$ cat src/rtl/rbcp_arb_pkg.sv
// Shared types and constants for the RBCP requester arbiter.
package rbcp_arb_pkg;

  localparam int unsigned RBCP_ADDR_W = 32;
  localparam int unsigned RBCP_DATA_W = 8;
  localparam logic [RBCP_DATA_W-1:0] ERR_RD_DEFAULT = 8'hEE;

  typedef enum logic [1:0] {
    StIdle,
    StIssue,
    StWait
  } state_e;

endpackage

$ cat src/rtl/rbcp_rr_pick.sv
// Rotating-priority encoder: first set pending bit strictly after ptr_i, wrapping modulo N_REQ.
module rbcp_rr_pick #(
  parameter int unsigned N_REQ = 2,
  localparam int unsigned IdxW = $clog2(N_REQ)
) (
  input  logic [N_REQ-1:0] pending_i,
  input  logic [IdxW-1:0]  ptr_i,
  output logic [N_REQ-1:0] pick_o,
  output logic [IdxW-1:0]  idx_o,
  output logic             valid_o
);

  always_comb begin
    int unsigned j;
    pick_o  = '0;
    idx_o   = '0;
    valid_o = 1'b0;
    j       = 0;
    // Start one past the pointer so the last owner has lowest priority.
    for (int unsigned k = 1; k <= N_REQ; k++) begin
      j = (32'(ptr_i) + k) % N_REQ;
      if (!valid_o && pending_i[IdxW'(j)]) begin
        valid_o            = 1'b1;
        idx_o              = IdxW'(j);
        pick_o[IdxW'(j)]   = 1'b1;
      end
    end
  end

endmodule

$ cat src/rtl/rbcp_arbiter.sv
// Round-robin arbiter sharing one RBCP bridge port between N_REQ RBCP masters.
// Optional `TIMEOUT_EN forces completion of a stalled transaction after TIMEOUT_CYCLES.
module rbcp_arbiter
  import rbcp_arb_pkg::*;
#(
  parameter int unsigned N_REQ          = 2,
  parameter int unsigned TIMEOUT_CYCLES = 1024,
  parameter logic [RBCP_DATA_W-1:0] ERR_RD = ERR_RD_DEFAULT
) (
  input  logic                         clk,
  input  logic                         rst,
  input  logic [RBCP_ADDR_W*N_REQ-1:0] req_addr,
  input  logic [RBCP_DATA_W*N_REQ-1:0] req_wd,
  input  logic [N_REQ-1:0]             req_we,
  input  logic [N_REQ-1:0]             req_re,
  output logic [N_REQ-1:0]             req_ack,
  output logic [RBCP_DATA_W-1:0]       req_rd,
  output logic                         m_act,
  output logic [RBCP_ADDR_W-1:0]       m_addr,
  output logic [RBCP_DATA_W-1:0]       m_wd,
  output logic                         m_we,
  output logic                         m_re,
  input  logic                         m_ack,
  input  logic [RBCP_DATA_W-1:0]       m_rd,
  output logic [N_REQ-1:0]             grant,
  output logic                         busy,
  output logic [N_REQ-1:0]             drop_err,
  output logic [N_REQ-1:0]             timeout_err,
  input  logic                         err_clr
);

  localparam int unsigned IdxW = $clog2(N_REQ);

  state_e                                  state_q, state_d;
  logic [N_REQ-1:0]                        pending_q, pending_d;
  logic [N_REQ-1:0]                        is_wr_q, is_wr_d;
  logic [N_REQ-1:0][RBCP_ADDR_W-1:0]       addr_q, addr_d;
  logic [N_REQ-1:0][RBCP_DATA_W-1:0]       wd_q, wd_d;
  logic [N_REQ-1:0]                        drop_err_q, drop_err_d;
  logic [N_REQ-1:0]                        grant_q, grant_d;
  logic [N_REQ-1:0]                        req_ack_q, req_ack_d;
  logic [IdxW-1:0]                         ptr_q, ptr_d;
  logic [IdxW-1:0]                         gidx_q, gidx_d;
  logic [RBCP_ADDR_W-1:0]                  m_addr_q, m_addr_d;
  logic [RBCP_DATA_W-1:0]                  m_wd_q, m_wd_d;
  logic [RBCP_DATA_W-1:0]                  req_rd_q, req_rd_d;
  logic                                    m_act_q, m_act_d;
  logic                                    m_we_q, m_we_d;
  logic                                    m_re_q, m_re_d;
  logic                                    done;

  logic [N_REQ-1:0]                        pick;
  logic [IdxW-1:0]                         pick_idx;
  logic                                    pick_valid;

  rbcp_rr_pick #(
    .N_REQ(N_REQ)
  ) u_pick (
    .pending_i(pending_q),
    .ptr_i    (ptr_q),
    .pick_o   (pick),
    .idx_o    (pick_idx),
    .valid_o  (pick_valid)
  );

`ifdef TIMEOUT_EN
  logic [31:0]      cnt_q, cnt_d;
  logic             timed;
  logic [N_REQ-1:0] timeout_err_q, timeout_err_d;

  assign cnt_d = (state_q == StIdle) ? 32'd0 : cnt_q + 32'd1;

  always_comb begin
    timeout_err_d = err_clr ? '0 : timeout_err_q;
    if (timed) timeout_err_d[gidx_q] = 1'b1;
  end

  always_ff @(posedge clk or posedge rst) begin
    if (rst) begin
      cnt_q         <= '0;
      timeout_err_q <= '0;
    end else begin
      cnt_q         <= cnt_d;
      timeout_err_q <= timeout_err_d;
    end
  end

  assign timeout_err = timeout_err_q;
`else
  logic unused_to_cfg;
  assign unused_to_cfg = ^{ERR_RD, TIMEOUT_CYCLES};
  assign timeout_err   = '0;
`endif

  // Transaction FSM; every bridge-facing output is registered.
  always_comb begin
    state_d   = state_q;
    ptr_d     = ptr_q;
    grant_d   = grant_q;
    gidx_d    = gidx_q;
    m_addr_d  = m_addr_q;
    m_wd_d    = m_wd_q;
    m_act_d   = m_act_q;
    m_we_d    = 1'b0;
    m_re_d    = 1'b0;
    req_ack_d = '0;
    req_rd_d  = '0;
    done      = 1'b0;
`ifdef TIMEOUT_EN
    timed     = 1'b0;
`endif
    unique case (state_q)
      StIdle: begin
        if (pick_valid) begin
          grant_d  = pick;
          gidx_d   = pick_idx;
          m_addr_d = addr_q[pick_idx];
          m_wd_d   = wd_q[pick_idx];
          m_act_d  = 1'b1;
          m_we_d   = is_wr_q[pick_idx];
          m_re_d   = !is_wr_q[pick_idx];
          state_d  = StIssue;
        end
      end
      StIssue, StWait: begin
        state_d = StWait;
        if (m_ack) begin
          done     = 1'b1;
          req_rd_d = m_rd;
        end
`ifdef TIMEOUT_EN
        else if (cnt_q == 32'(TIMEOUT_CYCLES - 1)) begin
          done     = 1'b1;
          timed    = 1'b1;
          req_rd_d = ERR_RD;
        end
`endif
        if (done) begin
          req_ack_d = grant_q;
          ptr_d     = gidx_q;
          grant_d   = '0;
          m_act_d   = 1'b0;
          state_d   = StIdle;
        end
      end
      default: state_d = StIdle;
    endcase
  end

  // Pending latches; a pulse landing in the owner's completion cycle is accepted.
  always_comb begin
    pending_d  = pending_q;
    is_wr_d    = is_wr_q;
    addr_d     = addr_q;
    wd_d       = wd_q;
    drop_err_d = err_clr ? '0 : drop_err_q;
    if (done) pending_d[gidx_q] = 1'b0;
    for (int i = 0; i < N_REQ; i++) begin
      if (req_we[i] || req_re[i]) begin
        if ((req_we[i] && req_re[i]) ||
            (pending_q[i] && !(done && gidx_q == IdxW'(i)))) begin
          drop_err_d[i] = 1'b1;
        end else begin
          pending_d[i] = 1'b1;
          is_wr_d[i]   = req_we[i];
          addr_d[i]    = req_addr[RBCP_ADDR_W*i +: RBCP_ADDR_W];
          wd_d[i]      = req_wd[RBCP_DATA_W*i +: RBCP_DATA_W];
        end
      end
    end
  end

  always_ff @(posedge clk or posedge rst) begin
    if (rst) begin
      state_q    <= StIdle;
      pending_q  <= '0;
      is_wr_q    <= '0;
      addr_q     <= '0;
      wd_q       <= '0;
      drop_err_q <= '0;
      grant_q    <= '0;
      req_ack_q  <= '0;
      ptr_q      <= IdxW'(N_REQ - 1);
      gidx_q     <= '0;
      m_addr_q   <= '0;
      m_wd_q     <= '0;
      req_rd_q   <= '0;
      m_act_q    <= 1'b0;
      m_we_q     <= 1'b0;
      m_re_q     <= 1'b0;
    end else begin
      state_q    <= state_d;
      pending_q  <= pending_d;
      is_wr_q    <= is_wr_d;
      addr_q     <= addr_d;
      wd_q       <= wd_d;
      drop_err_q <= drop_err_d;
      grant_q    <= grant_d;
      req_ack_q  <= req_ack_d;
      ptr_q      <= ptr_d;
      gidx_q     <= gidx_d;
      m_addr_q   <= m_addr_d;
      m_wd_q     <= m_wd_d;
      req_rd_q   <= req_rd_d;
      m_act_q    <= m_act_d;
      m_we_q     <= m_we_d;
      m_re_q     <= m_re_d;
    end
  end

  assign req_ack  = req_ack_q;
  assign req_rd   = req_rd_q;
  assign m_act    = m_act_q;
  assign m_addr   = m_addr_q;
  assign m_wd     = m_wd_q;
  assign m_we     = m_we_q;
  assign m_re     = m_re_q;
  assign grant    = grant_q;
  assign busy     = (state_q != StIdle);
  assign drop_err = drop_err_q;

endmodule
$ cat config.mk
export PLATFORM = sky130hd
export DESIGN_NAME = rbcp_arbiter
export DESIGN_NICKNAME = d
export VERILOG_FILES = /design/src/rtl/rbcp_arb_pkg.sv /design/src/rtl/rbcp_rr_pick.sv /design/src/rtl/rbcp_arbiter.sv
export SDC_FILE = /design/constraint.sdc
export NUM_CORES = 1
export LEC_CHECK = 0
export ABC_CLOCK_PERIOD_IN_PS = 9370
export CAP_MARGIN = 20
export CORE_AREA = 2 2 110 112
export DETAILED_ROUTE_END_ITERATION = 10
export DIE_AREA = 0 0 112 114
export HOLD_SLACK_MARGIN = 0.03
export PLACE_DENSITY = 0.95
export REMOVE_ABC_BUFFERS = 1
export SLEW_MARGIN = 20
export SYNTH_ARGS = -nofsm -noshare
export SYNTH_HDL_FRONTEND = slang
export SYNTH_HIERARCHICAL = 1
export SYNTH_SLANG_ARGS = --single-unit
$ cat constraint.sdc
create_clock -name clk -period 9.37 [get_ports clk]
set_clock_uncertainty 0.15 [all_clocks]
set_input_delay 0.937 -clock clk [delete_from_list [all_inputs] [get_ports clk]]
set_output_delay 0.937 -clock clk [all_outputs]
set_load 0.05 [all_outputs]
Word level (Yosys, flattened, before mapping)
Index checks and enable logic that the tools add are counted.

Flip-flop bits (word level): 145. Latch bits: 0. Bits in writable memories: 0. Memory bits (read-only): 0. Input port bits: 96. Output and inout bits: 60. Memories kept: 0.

Add/subtract/negate cells: 2. $mul: 0. Div/mod/pow operators: 0. Magnitude comparators: 7. Eq/ne operators: 4. Shift-type cells: 0. Multiplexer cells: 52. Bitwise logic cells: 6. Reductions and logical operators: 27.

Operators with widths (count): $mux W32 (2); $mux W8 (4); $mux W1 (30); $mux W2 (10); $logic_and A1 B1 Y1 (10); $lt A1 B2 Y1 const B (4); $pmux W2 S2 (2); $reduce_and A2 Y1 (4); $logic_not A1 Y1 (4); $logic_or A1 B1 Y1 (4); $ne A2 B2 Y1 const B (2); $reduce_bool A2 Y1 (2); $demux W1 S1 (3); $ge A1 B1 Y1 const B (3); $not A1 Y1 (3); $reduce_and A3 Y1 (1); $add A1 B1 Y1 const B (2); $and A2 B2 Y2 (1); $eq A2 B1 Y1 const B (1); $eq A2 B2 Y1 const B (1); $logic_not A2 Y1 (1); $not A2 Y2 (1); $or A2 B2 Y2 (1); $pmux W1 S2 (1); $reduce_or A2 Y1 (1).

Longest topological paths before layout
Gate-level depths: netlist of the first run.

Depth in word-level cells: 12. Mapped depth: 6.

Modules after synthesis
The synthesis of the first run kept the hierarchy.

Modules (own cells, without submodules): rbcp_arbiter (times used 1, cells an instance 438, area an instance 5850.6 sq um, seq. area each 3629.7 sq um); rbcp_rr_pick (times used 1, cells an instance 5, area an instance 32.5 sq um, seq. area each 0.0 sq um).

Least setup slack after synthesis of the first run
Ideal clock, no wire load.

Kind: input to register. Start: input port m_ack. End: register addr_q[0] (netlist name). Setup time: 128 ps. Arrival: 1801 ps. Setup slack: 7291 ps. Stages: 4. Buffers on the path: 1. Path through: nand3b_1 > a21oi_2 > buf_4 > mux2_1.

Cells in the longest elaborated chain, start to end: 9.

Ends and longest elaborated chain: start: declaration (line rbcp_arbiter.sv:23) `input logic m_ack,`; $mux W1 (line rbcp_arbiter.sv:127) `if (m_ack) begin`; $mux W1 (2 in series) (line rbcp_arbiter.sv:112) `unique case (state_q)`; $logic_and A1 B1 Y1 (line rbcp_arbiter.sv:161) `(pending_q[i] && !(done && gidx_q == IdxW'(i)))) begin`; $logic_not A1 Y1 (line rbcp_arbiter.sv:161); $logic_and A1 B1 Y1 (line rbcp_arbiter.sv:161); $logic_or A1 B1 Y1 (line rbcp_arbiter.sv:160) `if ((req_we[i] && req_re[i]) ||`; $not A1 Y1 (no source line); $reduce_and A2 Y1 (no source line); end signal: assignment (line rbcp_arbiter.sv:195) `addr_q <= addr_d;`; end: declaration (line rbcp_arbiter.sv:37) `logic [N_REQ-1:0][RBCP_ADDR_W-1:0] addr_q, addr_d;`.

Every way passes these cells. The select of a mux whose other input is x is not followed. A chain may end at the register's enable or synchronous reset.

Worst setup path after layout of the first run
Start: register state_q[0]. End: output port busy.

Cells in the longest elaborated chain, start to end: 1.

Ends and longest elaborated chain: start: declaration (line rbcp_arbiter.sv:34) `state_e state_q, state_d;`; start signal: assignment (line rbcp_arbiter.sv:175) `state_q <= StIdle;`; start signal: assignment (line rbcp_arbiter.sv:192) `state_q <= state_d;`; $reduce_bool A2 Y1 (line rbcp_arbiter.sv:219) `assign busy = (state_q != StIdle);`; end: declaration (line rbcp_arbiter.sv:26) `output logic busy,`.

Every way passes these cells.

==> metrics.txt, run 1 <==
status complete, no violations; TritonCTS Buffers 17; die width 112 um; # resized after CTS 0; most frequent cell after synthesis dfrtp_1; ANT cells 0; I/O pin cnt 156; Worst Hold Depth 2; Synth Instances 443; R2R Path End addr_q[12]$_DFFE_PP0P_; IO Port Bufs 153; crit-path max FO 4; crit-path max cell delay 0.82 ns; Post-synth top cells dfrtp_1, nand2_1, mux2_1, o21ai_0, mux2i_1; Hold Crit Start m_addr[4]$_DFFE_PP0P_; 1st-pass router iterations 4; register bit count reported by yosys 145; H-tree depth 4; wire per inst 17.9 um; layout cell share with drive strength beyond 1 0.132; Syn Area/Cell 13.3 um2; DP Wirelength 9.04 mm; area grow syn2layout 36.8%; crit-path most repeated cell inv_1; ANT nets after route 0; first-pass GRT wire length 21.7 mm; gp weighted congestion 0.762; vias per std cell 5.31; Yosys top cell by area dfrtp_1; initial antenna violation count 0; Final setup viols 0; Fin. Hold Viols 0; Worst Reg-to-Reg Cells 6; maxcap violations 0; synth top area cells dfrtp_1, mux2_1, mux2_2, mux2i_1, o21ai_0; unrepaired setup endpoints after global routing false; Max-Slew Margin vs Limit 0.303; type of the worst setup path reg2out; Critical Path Source Type flop; critical path's slowest cell clkdlybuf4s50_1; worst vdd ir 0.283 mV; Required @ worst endpoint 8.28 ns; Core Region 11,700 um2; Die Area 12,800 um2; starting DRC count in detailed routing 245; CP endpoint kind output pin; post-synthesis sequential area ratio 0.617; Main synth FF type dfrtp_1; Slew Viols, Final 0; row count 40; setup TNS 0 ns; synth warn 6; Fmax 323 MHz; Final period util 0.330; largest net degree at the start of global routing 84; CP Cell Sequence inv_1 > ha_1 > inv_1 > clkdlybuf4s50_1; maximum clock insertion buffer count 2; Residual DRC 0; root buffer cell clkbuf_16; worst slew pin tran 1.04 ns; CTS tree done; Global Route Usage Sum 0.220; hold crit path type reg2reg; via count 4,012; flop2flop setup slack 6.59 ns; routed wire length 13.5 mm; Post-CTS Setup Bufs 0; min Tclk post-route 3.09 ns; GRT overflow 0; power per cell area 388 nW/um2; Netlist cell types 35; Vert. Die Dim 114 um; clk_lat worst skew 0.41 ns; hold_buf cts 0; Initial Utilization 0.502; CP arrival 2.01 ns; synthesized area 5880 um2; number of global-route vias before repair 4,348; asr flop ratio synth 1.00; hold endpoint m_addr[4]$_DFFE_PP0P_; WHS 0.332 ns; Layout Nets 694; FF-to-FF Start state_q[1]$_DFFE_PP0P_; CTS sink count 145; share of the synthesized area in the top cell type 0.613; Post-synth EDFFs 0; Pleak 0.00361 uW; Worst-path clk slew 0.06 ns
[per-layer routing]
| metal | part of all wire | GRT usage | vias to the layer above | routed length, um |
|---|---|---|---|---|
| met5 | 0 | 0 | - | 0 |
| met4 | 0.023 | 0.103 | 0 | 310 |
| met2 | 0.53 | 0.381 | 107 | 7160 |
| met3 | 0.042 | 0.0542 | 22 | 561 |
| met1 | 0.41 | 0.260 | 2039 | 5470 |
| li1 | - | - | 1844 | - |
[area by class of cell]
| cell class | count | area [um2] |
|---|---|---|
| Sequential cell | 145 | 3630 |
| Inverter | 9 | 38.8 |
| Clock inverter | 11 | 65.1 |
| Tap cell | 147 | 184 |
| Multi-Input combinational cell | 265 | 2090 |
| Clock buffer | 20 | 467 |
| Timing Repair Buffer | 158 | 1570 |
| Fill cell | 819 | 3660 |
[through the flow]
step	power (uW)	utilization	setup slack, ns	area [um2]	instances
3_5_place_dp	2530	0.642	5.93	7510	724
6_report	3120	0.687	6.28	8050	755
5_1_grt	3300	0.687	6.20	8050	755
4_1_cts	3150	0.687	6.27	8050	755
3_3_place_gp	2450	0.642	6.00	7510	724
2_1_floorplan	2100	-	3.53	5740	419
[worst max-delay path: cells and delay by family, from the launching register on]
kind / cells / cell delay [ns]
buffers and inverters: 3 / 1.02
DFF: 1 / 0.32
adders and majority gates: 1 / 0.24
[registers in the layout, summed over array words and instances, names as in the netlist]
register   cells
m_re           1
m_addr        32
gidx_q         1
state_q        2
req_ack        2
ptr_q          1
req_rd         8
addr_q        64
wd_q          16
m_wd           8
is_wr_q        2
drop_err       2
grant          2
m_we           1
pending_q      2
m_act          1
[power breakdown]
part           switching, uW  internal (uW)
logic                    848            571
registers                172            936
clock network            244            353
total                   1260           1860
[cells by family (layout without fill, tap and decap cells)]
| logic type | count (synthesis) | in the layout | synth area share |
|---|---|---|---|
| compound gates | 64 | 64 | 0.0647 |
| buf+inv | 34 | 198 | 0.0315 |
| xor+xnor | 2 | 2 | 0.00298 |
| mux | 121 | 121 | 0.223 |
| other cells | 1 | 2 | 0.000637 |
| fa+ha+maj | 2 | 2 | 0.00425 |
| simple gates | 74 | 74 | 0.0561 |
| flops | 145 | 145 | 0.617 |
[cells in the final DEF, fill, tap and decap left out, types with 7 or more instances in the layout]
master,count
clkdlybuf4s50_1,153
dfrtp_1,144
nand2_1,52
mux2_1,43
o21ai_0,43
mux2i_1,41
mux2_2,37
clkbuf_16,17
and3_1,11
inv_1,8
clkinv_2,7
[worst max-delay path by stage]
stage | from | endpoint | slack (ns) | cells past startpoint
6_report | state_q[0]$_DFFE_PP0P_ | busy | 6.28 | 4
5_1_grt | state_q[0]$_DFFE_PP0P_ | busy | 6.20 | 4
4_1_cts | state_q[0]$_DFFE_PP0P_ | busy | 6.27 | 4
3_5_place_dp | m_ack | addr_q[12]$_DFFE_PP0P_ | 5.93 | 5
3_3_place_gp | m_ack | addr_q[28]$_DFFE_PP0P_ | 6.00 | 5
2_1_floorplan | pending_q[1]$_DFF_PP0_ | m_re$_DFF_PP0_ | 3.53 | 3
(Power assumes the default switching activity.)
==> inputs of run 2 (changes only) <==
ABC_CLOCK_PERIOD_IN_PS = 3200   (was 9370)
CORE_AREA = 2 2 114 116   (was 2 2 110 112)
DIE_AREA = 0 0 116 118   (was 0 0 112 114)
PLACE_DENSITY = 0.9   (was 0.95)
clock period = 3.2 ns   (was 9.37 ns; I/O delays follow)
==> run 2 against run 1 <==
Against the previous run:
- worst setup slack got worse by 5.6 ns
- first-iteration DRC count fell by 23%
- sequential cell count did not move
- die area rose by 7.2%
==> metrics.txt, run 2 (synthesis results as in run 1) <==
hold crit path type in2async; # resized after CTS 0; largest net degree at the start of global routing 71; Worst Reg-to-Reg Cells 6; WHS 0.226 ns; min Tclk post-route 2.53 ns; vias per std cell 5.15; placement-stage cell area 7610 um2; combinational group share of total power 0.437; gp weighted congestion 0.786; commonest non-fill, non-tap cell in the layout clkdlybuf4s50_1; P_sw 3690 uW; Die Area 13,700 um2; ANT nets after route 0; Worst-path clk slew 0.06 ns; register with the most flip-flops addr_q; post-route insts no fill 786; GRT overflow 0; commonest cells after routing, fill and taps aside clkdlybuf4s50_1, dfrtp_1, nand2_1; die width 116 um; Pleak 0.00370 uW; 1st-pass router iterations 4; TritonCTS Buffers 17; Flop pwr share 0.337; Final setup viols 0; Global Route Usage Sum 0.213; IO Port Bufs 153; status complete, no violations; ANT cells 0; wire per inst 17.4 um; Max-Slew Margin vs Limit 0.525; hold_buf cts 0; Initial Utilization 0.474; worst slew pin tran 0.711 ns; root buffer cell clkbuf_16; dpl cells 754; sw frac 0.385; CP arrival 2.68 ns; maxcap violations 0; worst vdd ir 0.665 mV; first-pass GRT wire length 22.3 mm; Fin. Hold Viols 0; Fmax 395 MHz; flop2flop setup slack 0.67 ns; Core Region 12,400 um2; unrepaired setup endpoints after global routing false; Clk pwr share 0.226; routed wire length 13.7 mm; H-tree depth 4; initial antenna violation count 0; maximum clock insertion buffer count 2; R2R Path End addr_q[7]$_DFFE_PP0P_; starting DRC count in detailed routing 189; Critical Path Source Type flop; type of the worst setup path reg2reg; Slew Viols, Final 0; number of global-route vias before repair 4,396; Largest register FFs 64; P_int 5900 uW; Layout Nets 699; power per cell area 1160 nW/um2; CP endpoint kind flop; I/O pin cnt 156; crit-path max FO 22; area grow syn2layout 40.5%; post-layout util 0.666; DP Wirelength 9.48 mm; via count 4,050; FF-to-FF Start state_q[0]$_DFFE_PP0P_; clk_lat worst skew 0.42 ns; row count 41; Required @ worst endpoint 3.35 ns; Residual DRC 0; CTS sink count 145; layout cell share with drive strength beyond 1 0.134; post-route cell area 8270 um2; Final period util 0.791; Vert. Die Dim 118 um; Post-CTS Setup Bufs 0; CTS tree done
run 2: final cells by class:
class / instances / area [um2]
clock buffer: 24 / 482
multi-input combinational: 265 / 2090
tap: 172 / 215
clock inverter: 8 / 175
timing repair buffer: 163 / 1630
inverter: 9 / 38.8
sequential: 145 / 3630
fill: 893 / 4150
run 2: power groups by stage:
| stage | clock network (uW) | registers, uW | logic (uW) |
|---|---|---|---|
| 6_report | 2170 | 3230 | 4190 |
| 4_1_cts | 2200 | 3230 | 4240 |
| 2_1_floorplan | 0 | 4170 | 1790 |
| 3_5_place_dp | 0 | 3250 | 4210 |
| 3_3_place_gp | 0 | 3170 | 4060 |
| 5_1_grt | 2290 | 3340 | 4510 |
run 2: stage by stage:
step / setup TNS [ns] / setup WS, ns / total power (uW)
finish: 0 / 0.668 / 9580
global route: 0 / 0.526 / 10100
CTS: 0 / 0.675 / 9680
detailed placement: 0 / 0.606 / 7470
global placement: 0 / 0.710 / 7240
floorplan: -274.49 / -2.64 / 5960
run 2: how the worst max path moves through the flow:
stage                                         to              startpoint  slack [ns]  cells past startpoint
after floorplan                   m_re$_DFF_PP0_  pending_q[1]$_DFF_PP0_       -2.64                      3
after global placement     addr_q[6]$_DFFE_PP0P_                   m_ack        0.71                      5
after detailed placement  addr_q[30]$_DFFE_PP0P_                   m_ack        0.61                      5
after CTS                 addr_q[19]$_DFFE_PP0P_  state_q[0]$_DFFE_PP0P_        0.68                      6
after global routing      addr_q[20]$_DFFE_PP0P_  state_q[0]$_DFFE_PP0P_        0.53                      6
final                      addr_q[7]$_DFFE_PP0P_  state_q[0]$_DFFE_PP0P_        0.67                      6
run 2: layer usage:
metal	vias to the layer above	wire, um	GRT usage
li1	1857	-	-
met1	2039	5540	0.252
met2	123	7020	0.364
met3	31	797	0.0623
met4	0	329	0.0781
met5	-	0	0
run 2: worst max-delay path, cell delays in order (launching register included):
cell	delay [ns]
dfrtp_1	0.33
inv_1	0.06
ha_1	0.61
nand3b_1	0.34
a21oi_4	0.23
buf_4	0.32
mux2_1	0.37
==> inputs of run 3 (changes only) <==
ABC_CLOCK_PERIOD_IN_PS = 2100   (was 3200)
CORE_AREA = 2 2 119 121   (was 2 2 114 116)
DIE_AREA = 0 0 121 123   (was 0 0 116 118)
PLACE_DENSITY = 0.87   (was 0.9)
clock period = 2.1 ns   (was 3.2 ns; I/O delays follow)
==> run 3 against run 2 <==
Against the previous run:
- cell area increased by 1.3%
- critical path type unchanged
- sequential power increased by 52%
- critical endpoint is now wd_q[3]$_DFFE_PP0P_
- highest routed layer unchanged
- sequential cell count unchanged
==> metrics.txt, run 3 (synthesis results as in run 1) <==
1st-pass router iterations 4; Largest register FFs 64; first-pass GRT wire length 21.8 mm; R2R Path End wd_q[3]$_DFFE_PP0P_; Fmax 499 MHz; crit path from state_q[1]$_DFFE_PP0P_; row count 43; Reg area 3630 um2; Critical Path Source Type flop; DP Wirelength 9.28 mm; GRT overflow 0; power per cell area 1750 nW/um2; Setup crit end wd_q[3]$_DFFE_PP0P_; multi-input combinational cell area 2090 um2; Slew Viols, Final 0; CP arrival 2.14 ns; # fillers 1,020; Final period util 0.954; Max-Slew Margin vs Limit 0.634; CP Buf/Inv Count 2; worst slew pin tran 0.548 ns; FF-to-FF Start state_q[1]$_DFFE_PP0P_; maxcap violations 0; Post-CTS Setup Bufs 0; ANT nets after route 0; I/O pin cnt 156; maximum clock insertion buffer count 2; CTS sink count 145; register with the most flip-flops addr_q; type of the worst setup path reg2reg; min Tclk post-route 2.00 ns; ANT cells 0; crit-path max cell delay 0.35 ns; Required @ worst endpoint 2.24 ns; starting DRC count in detailed routing 214; Pleak 0.00375 uW; routed wire length 13.6 mm; commonest cells after routing, fill and taps aside clkdlybuf4s50_1, dfrtp_1, nand2_1; flop2flop setup slack 0.1 ns; number of global-route vias before repair 4,405; Worst-path clk slew 0.06 ns; Die Area 14,900 um2; layout cell share with drive strength beyond 1 0.148; CTS tree done; Worst Reg-to-Reg Cells 6; unrepaired setup endpoints after global routing false; Layout Nets 705; root buffer cell clkbuf_16; Fin. Hold Viols 0; Residual DRC 0; clk_lat worst skew 0.41 ns; crit-path max FO 25; hold_buf cts 0; WHS 0.0363 ns; H-tree depth 4; vias per std cell 5.03; WP depth 6; Final setup viols 0; Vert. Die Dim 123 um; wire per inst 17.0 um; largest net degree at the start of global routing 83; hold crit path type in2async; Core Region 13,600 um2; worst vdd ir 1.29 mV; area grow syn2layout 42.4%; post-layout util 0.615; Global Route Usage Sum 0.191; via count 4,023; CP endpoint kind flop; critical path's slowest cell mux2_1; cell family with most CP delay multiplexers; commonest non-fill, non-tap cell in the layout clkdlybuf4s50_1; post-place setup slack 0.0408 ns; die width 121 um; # resized after CTS 0; Initial Utilization 0.432; gp weighted congestion 0.780; status complete, no violations; final setup margin 0.0972 ns; CP Cell Sequence inv_1 > ha_1 > nand3b_1 > a21oi_4 > buf_12 > mux2_1; TritonCTS Buffers 17; initial antenna violation count 0; IO Port Bufs 153
## run 3: cell types whose count changed in the layout (fill, tap and decap cells not counted), moves of 2 or more
cell / delta
buf_12: +6
clkinv_2: +4
clkbuf_1: -3
clkinv_4: -2
## run 3: through the flow
stage | TNS (ns) | total power (uW) | std cells | cell area, um2
after detailed placement | 0 | 11500 | 768 | 7740
after global placement | 0 | 11200 | 768 | 7740
after CTS | 0 | 14800 | 800 | 8380
final | 0 | 14600 | 800 | 8380
after global routing | 0 | 15500 | 800 | 8380
after floorplan | -513.94 | 8900 | 419 | 5740
## run 3: final cells by class
type / instances / area share
tap: 180 / 0.0269
timing repair buffer: 169 / 0.209
clock inverter: 10 / 0.0185
clock buffer: 22 / 0.0578
sequential: 145 / 0.433
inverter: 9 / 0.00463
multi-input combinational: 265 / 0.250
## run 3: routing by layer
metal / vias to the layer above / part of all wire / GRT usage
met5: - / 0 / 0
met4: 0 / 0.021 / 0.0756
met3: 24 / 0.056 / 0.0554
met2: 142 / 0.51 / 0.329
met1: 1986 / 0.41 / 0.225
li1: 1871 / - / -
## run 3: worst min-delay path by stage
stage,slack [ns],depth (start not counted),endpoint,startpoint
finish,0.04,2,m_addr[11]$_DFFE_PP0P_,rst
global route,0.09,2,m_addr[2]$_DFFE_PP0P_,rst
CTS,0.05,2,req_ack[1]$_DFF_PP0_,rst
detailed placement,0.32,2,m_addr[14]$_DFFE_PP0P_,m_addr[14]$_DFFE_PP0P_
global placement,0.31,2,m_addr[26]$_DFFE_PP0P_,m_addr[26]$_DFFE_PP0P_
floorplan,0.16,1,drop_err[1]$_DFF_PP0_,err_clr
## run 3: power breakdown
part	internal, uW	leakage [uW]	switching, uW
Combinational	2710	0.00168	3780
Clock	2110	0.000312	1110
Sequential	4170	0.00175	745
## run 3: worst register-to-register path: cells and delay by family (launching register included)
family	cells	cell delay (ns)
adder cells (fa/ha/maj)	1	0.33
buffers and inverters	2	0.29
multiplexers	1	0.36
AO/OA/AOI/OAI	1	0.25
AND/OR/NAND/NOR	1	0.17
flip-flops	1	0.32
